==> src/rtl/memarb_pkg.sv <==
// Shared types and widths for the instruction/data memory arbiter.
package memarb_pkg;

  localparam int ADDR_W = 32;
  localparam int DATA_W = 32;
  localparam int BE_W   = 4;

  typedef enum logic [1:0] {
    IDLE   = 2'd0,
    BUSY_I = 2'd1,
    BUSY_D = 2'd2
  } arbStateT;

endpackage

==> src/rtl/memarb_timer.sv <==
// Access timeout counter: counts stalled BUSY cycles and flags the cycle that reaches the limit.
module memarb_timer #(
  parameter int TIMEOUT_CYC = 255
) (
  input  logic clk,
  input  logic reset,
  input  logic clear,
  input  logic enable,
  output logic expired
);

  localparam int CNT_W = $clog2(TIMEOUT_CYC + 1);

  logic [CNT_W-1:0] cnt;

  always_ff @(posedge clk or posedge reset) begin
    if (reset) begin
      cnt <= '0;
    end else if (clear) begin
      cnt <= '0;
    end else if (enable && !expired) begin
      cnt <= cnt + 1'b1;
    end
  end

  // The current stalled cycle is the TIMEOUT_CYC-th one when the count of earlier ones is one short.
  assign expired = enable && (cnt == CNT_W'(TIMEOUT_CYC - 1));

endmodule

==> src/rtl/mem_arbiter.sv <==
// Two-requester arbiter (fetch vs load/store) in front of one single-port memory.
// Define MEMARB_TIMEOUT_EN to abort accesses that see no mem_ready for TIMEOUT_CYC cycles.
module mem_arbiter
  import memarb_pkg::*;
#(
  parameter int STARVE_MAX  = 4,
  parameter int TIMEOUT_CYC = 255
) (
  input  logic              clk,
  input  logic              reset,
  input  logic              i_req,
  input  logic [ADDR_W-1:0] i_addr,
  output logic [DATA_W-1:0] i_rdata,
  output logic              i_valid,
  output logic              i_err,
  input  logic              d_req,
  input  logic              d_we,
  input  logic [BE_W-1:0]   d_be,
  input  logic [ADDR_W-1:0] d_addr,
  input  logic [DATA_W-1:0] d_wdata,
  output logic [DATA_W-1:0] d_rdata,
  output logic              d_valid,
  output logic              d_err,
  output logic              mem_req,
  output logic              mem_we,
  output logic [BE_W-1:0]   mem_be,
  output logic [ADDR_W-1:0] mem_addr,
  output logic [DATA_W-1:0] mem_wdata,
  input  logic [DATA_W-1:0] mem_rdata,
  input  logic              mem_ready,
  output logic [1:0]        dbgState,
  output logic [7:0]        dbgStarveCnt
);

  localparam int SCNT_W = $clog2(STARVE_MAX + 1);

  if (STARVE_MAX < 1 || STARVE_MAX > 255 || TIMEOUT_CYC < 1) begin : gBadParam
    $error("mem_arbiter: STARVE_MAX must be 1..255 and TIMEOUT_CYC at least 1");
  end

  // Handshake: a requester raises x_req with its payload and holds both until the
  // cycle where x_valid=1; that cycle completes the access. Payload is sampled only
  // at the grant edge, so changes while BUSY have no effect.

  arbStateT          state, nextState;
  logic [SCNT_W-1:0] starveCnt;
  logic [ADDR_W-1:0] latAddr;
  logic              latWe;
  logic [BE_W-1:0]   latBe;
  logic [DATA_W-1:0] latWdata;
  logic              starveHit, pickI, grantI, grantD, timedOut, finish;

  assign starveHit = (starveCnt == SCNT_W'(STARVE_MAX));
  assign pickI     = i_req && (!d_req || starveHit);

  always_comb begin
    nextState = state;
    grantI    = 1'b0;
    grantD    = 1'b0;
    case (state)
      IDLE: begin
        if (pickI) begin
          grantI    = 1'b1;
          nextState = BUSY_I;
        end else if (d_req) begin
          grantD    = 1'b1;
          nextState = BUSY_D;
        end
      end
      BUSY_I, BUSY_D: begin
        if (finish) nextState = IDLE;
      end
      default: nextState = IDLE;
    endcase
  end

  always_ff @(posedge clk or posedge reset) begin
    if (reset) begin
      state     <= IDLE;
      starveCnt <= '0;
      latAddr   <= '0;
      latWe     <= 1'b0;
      latBe     <= '0;
      latWdata  <= '0;
    end else begin
      state <= nextState;
      if (state == IDLE) begin
        if (grantI || !i_req) begin
          starveCnt <= '0;
        end else if (grantD && !starveHit) begin
          starveCnt <= starveCnt + 1'b1;
        end
      end
      if (grantI) begin
        latAddr  <= i_addr;
        latWe    <= 1'b0;
        latBe    <= '1;
        latWdata <= '0;
      end else if (grantD) begin
        latAddr  <= d_addr;
        latWe    <= d_we;
        latBe    <= d_be;
        latWdata <= d_wdata;
      end
    end
  end

`ifdef MEMARB_TIMEOUT_EN
  // Held clear while IDLE so every access starts counting from zero.
  memarb_timer #(.TIMEOUT_CYC(TIMEOUT_CYC)) uTimer (
    .clk     (clk),
    .reset   (reset),
    .clear   (state == IDLE),
    .enable  ((state != IDLE) && !mem_ready),
    .expired (timedOut)
  );
  assign i_err = (state == BUSY_I) && timedOut;
  assign d_err = (state == BUSY_D) && timedOut;
`else
  assign timedOut = 1'b0;
  assign i_err    = 1'b0;
  assign d_err    = 1'b0;
`endif

  assign finish    = mem_ready || timedOut;
  assign mem_req   = (state == BUSY_I) || (state == BUSY_D);
  assign mem_we    = latWe;
  assign mem_be    = latBe;
  assign mem_addr  = latAddr;
  assign mem_wdata = latWdata;

  // timedOut is only raised when mem_ready is low, so a late ready completes normally.
  assign i_valid = (state == BUSY_I) && finish;
  assign d_valid = (state == BUSY_D) && finish;
  assign i_rdata = timedOut ? '0 : mem_rdata;
  assign d_rdata = timedOut ? '0 : mem_rdata;

  assign dbgState     = state;
  assign dbgStarveCnt = 8'(starveCnt);

endmodule

==> config.mk <==
export PLATFORM = sky130hd
export DESIGN_NAME = mem_arbiter
export DESIGN_NICKNAME = d
export VERILOG_FILES = /design/src/rtl/memarb_pkg.sv /design/src/rtl/memarb_timer.sv /design/src/rtl/mem_arbiter.sv
export SDC_FILE = /design/constraint.sdc
export NUM_CORES = 1
export LEC_CHECK = 0
export BUFFER_PORTS_ARGS = -buffer_cell sky130_fd_sc_hd__buf_2
export CAP_MARGIN = 30
export CORE_AREA = 3 3 110 112
export DETAILED_ROUTE_END_ITERATION = 8
export DIE_AREA = 0 0 113 115
export PLACE_DENSITY = 0.78
export SETUP_SLACK_MARGIN = 0.1
export SKIP_CTS_REPAIR_TIMING = 1
export SLEW_MARGIN = 30
export SYNTH_ARGS = -nofsm -noshare
export SYNTH_HDL_FRONTEND = slang
export SYNTH_SLANG_ARGS = --single-unit
==> constraint.sdc <==
create_clock -name clk -period 2.5 [get_ports clk]
set_input_delay 0.5 -clock clk [delete_from_list [all_inputs] [get_ports clk]]
set_output_delay 0.5 -clock clk [all_outputs]
set_load 0.1 [all_outputs]
==> results of run 1 <==
[registers in the layout (all words and copies together) (netlist names)]
signal     flops
mem_we         1
dbgState       2
starveCnt      3
mem_addr      32
mem_be         4
mem_wdata     32
[worst max path at each step]
stage / from / end / slack, ns
after global placement: starveCnt[0]$_DFFE_PP0P_ / mem_addr[21]$_DFFE_PP0P_ / 0.33
after global routing: starveCnt[0]$_DFFE_PP0P_ / mem_addr[19]$_DFFE_PP0P_ / 0.02
after detailed placement: dbgState[1]$_DFFE_PP0P_ / mem_wdata[26]$_DFFE_PP0P_ / 0.23
after CTS: dbgState[0]$_DFFE_PP0P_ / mem_wdata[28]$_DFFE_PP0P_ / 0.19
after floorplan: reset / dbgState[0]$_DFFE_PP0P_ / -0.05
final: starveCnt[0]$_DFFE_PP0P_ / mem_addr[19]$_DFFE_PP0P_ / 0.22
[critical path, stage by stage, from the launching register on]
cell,delay (ns)
dfrtp_1,0.41
inv_1,0.10
ha_1,0.21
and3_1,0.71
buf_4,0.39
o2bb2ai_1,0.12
a22o_1,0.21
[stage by stage]
| stage | TNS [ns] | cells |
|---|---|---|
| floorplan | -0.09428 | 347 |
| global placement | 0 | 580 |
| detailed placement | 0 | 580 |
| CTS | 0 | 596 |
| global route | 0 | 597 |
| finish | 0 | 597 |
[cell usage after synthesis, types with 2 or more instances]
cell type,number
a22o_1,65
and2_1,2
buf_1,3
buf_2,10
buf_4,82
clkbuf_1,4
dfrtp_1,74
ha_1,5
inv_1,6
nand2_1,2
nor2_1,2
nor2b_1,2
o21bai_1,32
o22a_1,4
o2bb2ai_1,32
[metal layers]
layer | global-route usage | share of wire | up-vias
li1 | - | - | 1401
met1 | 0.1935 | 0.41 | 1533
met2 | 0.2508 | 0.48 | 169
met3 | 0.05105 | 0.092 | 39
met4 | 0.06490 | 0.020 | 0
met5 | 0 | 0 | -
[cell type report]
class / count / area [sq um]
Clock buffer: 10 / 229.0
Clock inverter: 6 / 115.1
Fill cell: 1094 / 6524
Inverter: 6 / 22.52
Multi-Input combinational cell: 169 / 1396
Sequential cell: 74 / 1854
Tap cell: 143 / 178.9
Timing Repair Buffer: 189 / 1001
[cells by family (layout without fill, tap and decap cells)]
family          count (synthesis)  after routing
mux                             2              2
other cells                     1              7
fa+ha+maj                       5              5
simple gates                   13             14
flops                          74             74
buf+inv                       105            211
compound gates                141            141
==> run metrics, run 1 <==
Chip Width 113 um; Tcrit/Tclk final 0.9129; total congestion overflow after global routing 0; Slew @ Worst Pin 0.8646 ns; I/O pin total 286; R2R Setup Slk 0.22 ns; result of the run complete, no violations; endpoint of the worst register-to-register path mem_addr[19]$_DFFE_PP0P_; leading cell type in the layout, fill and taps excluded buf_2; area of placed instances 0.004442 sq mm; largest family of logic cells by synthesized area compound AO/OA/AOI/OAI gates; number of nets with antenna violations after detailed routing 0; average vias per placed instance 5.263; WL final 10650 um; number of hold-slack violations in the final timing report 0; critical path data required time 2.71 ns; final setup slack of the worst path 0.2176 ns; number of levels in the clock H-tree 3; PortBufs 182; cell area after synthesis 0.003918 sq mm; total number of placement rows 39; overall track demand over capacity in global routing 0.1558; Synth Instances 341; Synth Flop Type dfrtp_1; share of the synthesized area in compound gates (AO/OA/AOI/OAI) 0.3034; Clk pin slew, worst setup/hold paths 0.06 ns; XOR/XNOR share of the synthesized area 0; number of synthesized register bits 74; count of different cell masters after synthesis 31; clock latency at the later pin of the worst-skew pair 0.32 ns; class of the worst hold path input pin to async pin; worst-case hold slack 0.3103 ns; # setup viols final 0; initial antenna violation count 0; core occupancy in the finished layout 0.4237; Post-synth EDFFs 0; maximum buffer depth of the clock tree 2; leading cell types in the layout, fill and taps excluded buf_2 (182), dfrtp_1 (72), a22o_1 (65); core outline area 0.01132 sq mm; die area 0.01300 sq mm; mean instance size in the synthesized netlist 11.49 sq um; setup repair after global routing missed its margin yes; GPL Wtd Cong 0.7235; TritonCTS clock tree yes; adder and majority cell fraction of the synthesized area 0.01597; Num Clock Sinks 74; Setup Slack @ Placement 0.2268 ns; clk_skew 0.007580 ns; final antenna diode count 0; number of warnings printed during yosys synthesis 0; share of cells above drive strength 1 0.4670; Crit Path Class flop to flop; post-route cell area 0.004797 sq mm; path depth of the worst reg2reg path 6; Synth-to-Final Area Change 22.45%; Detailed Route Iter0 Violations 233; first-pass iteration count of the detailed router 4; pin count of the biggest net entering global routing 42; DR WL/cell 17.84 um; total number of nets in the final design 592; worst-case headroom to the max-slew limit 0.4214; effective utilization at floorplan 0.3460; critical path capture point type flop; Tmin final 2.282 ns; Synth area leaders dfrtp_1 (47%), buf_4 (16%), a22o_1 (15%); sequential area share after synthesis 0.4727; largest fanout on the critical path 20; multiplexer share of the synthesized area 0.005430; via count of the routed design 3142; max-slew violation total from the final report 0; startpoint of the worst-slack reg-to-reg timing path starveCnt[0]$_DFFE_PP0P_; worst path arrival time 2.49 ns; y dimension of the die 115 um; reported max-cap violation count 0; HPWL reported at the end of detailed placement 7410 um; Synth top area share 0.4727; share of flip-flops with an asynchronous set or reset 1.000; Simple-Gate Fraction of Synth Area 0.01916; dominant cell type by area after synthesis dfrtp_1; number of buffers added by the clock tree synthesis step 9; crit start category flop; via count of the first global-routing pass 3168; remaining routing DRC violations 0; clock root cell clkbuf_16; f_max 438.1 MHz; global-route wire length before repair 16200 um
Power of run 1 is not shown: default switching activity piles up to over one toggle a cycle in this logic, so the estimate is an artifact.
==> run 2: changes to the inputs <==
Settings changed: GPL_TIMING_DRIVEN from default to 0.
==> run metrics, run 2 (same netlist as run 1, synthesis figures left out) <==
result of the run complete, no violations; total number of placement rows 39; Slew @ Worst Pin 0.5982 ns; largest fanout on the critical path 3; Detailed Route Iter0 Violations 178; Num Clock Sinks 74; remaining routing DRC violations 0; GPL Wtd Cong 0.8138; core outline area 0.01132 sq mm; pin count of the biggest net entering global routing 44; setup repair after global routing missed its margin no; worst path buffer plus inverter count 2; CP max stage delay 0.42 ns; effective utilization at floorplan 0.3460; initial antenna violation count 1; die area 0.01300 sq mm; Crit Path Class flop to output port; reported max-cap violation count 0; PortBufs 246; overall track demand over capacity in global routing 0.1769; maximum buffer depth of the clock tree 2; Tcrit/Tclk final 0.8074; Chip Width 113 um; via count of the first global-routing pass 3571; HPWL reported at the end of detailed placement 9428 um; clock latency at the later pin of the worst-skew pair 0.33 ns; WL final 12090 um; leading cell type in the layout, fill and taps excluded buf_2; number of buffers added by the clock tree synthesis step 9; f_max 495.4 MHz; critical path capture point type output port; list of cells traversed by the critical path inv_1, ha_1, and2_1, buf_2; TritonCTS clock tree yes; y dimension of the die 115 um; Setup Slack @ Placement 0.4465 ns; Synth-to-Final Area Change 45.16%; total congestion overflow after global routing 0; worst-path cell with the longest stage delay dfrtp_2; average vias per placed instance 4.803; share of cells above drive strength 1 0.5918; clk_skew 0.008107 ns; setup_tns 0 ns; class of the worst hold path input pin to async pin; I/O pin total 286; leading cell types in the layout, fill and taps excluded buf_2 (256), buf_4 (82), dfrtp_1 (72); crit start category flop; global-route wire length before repair 18170 um; clock root cell clkbuf_16; critical path data required time 2.00 ns; via count of the routed design 3617; number of nets with antenna violations after detailed routing 0; # setup viols final 0; Clk pin slew, worst setup/hold paths 0.06 ns; max-slew violation total from the final report 0; worst path arrival time 1.52 ns; gate family responsible for the most delay along the worst path buffers and inverters; final antenna diode count 0; total number of nets in the final design 748; worst-case headroom to the max-slew limit 0.6012; first-pass iteration count of the detailed router 4; number of hold-slack violations in the final timing report 0; Tmin final 2.018 ns; final setup slack of the worst path 0.4816 ns; DR WL/cell 16.06 um; number of levels in the clock H-tree 3
## run 2: metrics by stage
step	utilization	instances	hold slack, ns	cell area [sq um]
2_1_floorplan	-	347	0.6397	3943
3_3_place_gp	0.4728	736	0.4725	5353
3_5_place_dp	0.4748	737	0.4789	5375
4_1_cts	0.5023	753	0.1766	5687
5_1_grt	0.5023	753	0.1938	5687
6_report	0.5023	753	0.1743	5687
## run 2: cell type report
| type | instances | area, sq um |
|---|---|---|
| buffer | 99 | 691.9 |
| clock buffer | 10 | 239.0 |
| clock inverter | 6 | 72.57 |
| fill | 1037 | 5634 |
| inverter | 6 | 25.02 |
| multi-input combinational | 168 | 1374 |
| sequential | 74 | 1854 |
| tap | 143 | 178.9 |
| timing repair buffer | 247 | 1251 |
## run 2: path summary, 6_finish.rpt
| check | endpoint | startpoint | cells past startpoint | slack (ns) |
|---|---|---|---|---|
| setup reg to reg | mem_addr[29]$_DFFE_PP0P_ | dbgState[0]$_DFFE_PP0P_ | 7 | 0.51 |
| max in group asynchronous | mem_addr[4]$_DFFE_PP0P_ | reset | 3 | 1.77 |
| min in group clk | mem_we$_DFFE_PP0P_ | d_we | 2 | 0.40 |
| hold reg to reg | mem_wdata[13]$_DFFE_PP0P_ | mem_wdata[13]$_DFFE_PP0P_ | 1 | 0.49 |
| setup / recovery | i_valid | dbgState[1]$_DFFE_PP0P_ | 4 | 0.48 |
| hold / removal | mem_wdata[20]$_DFFE_PP0P_ | reset | 2 | 0.17 |
## run 2: layer usage
metal,global-route usage,vias up,wire [um]
li1,-,1717,-
met1,0.2183,1685,4709
met2,0.3100,200,6128
met3,0.04632,13,1129
met4,0.04407,2,116
met5,0,-,7
Power of run 2 is left out for the same reason.
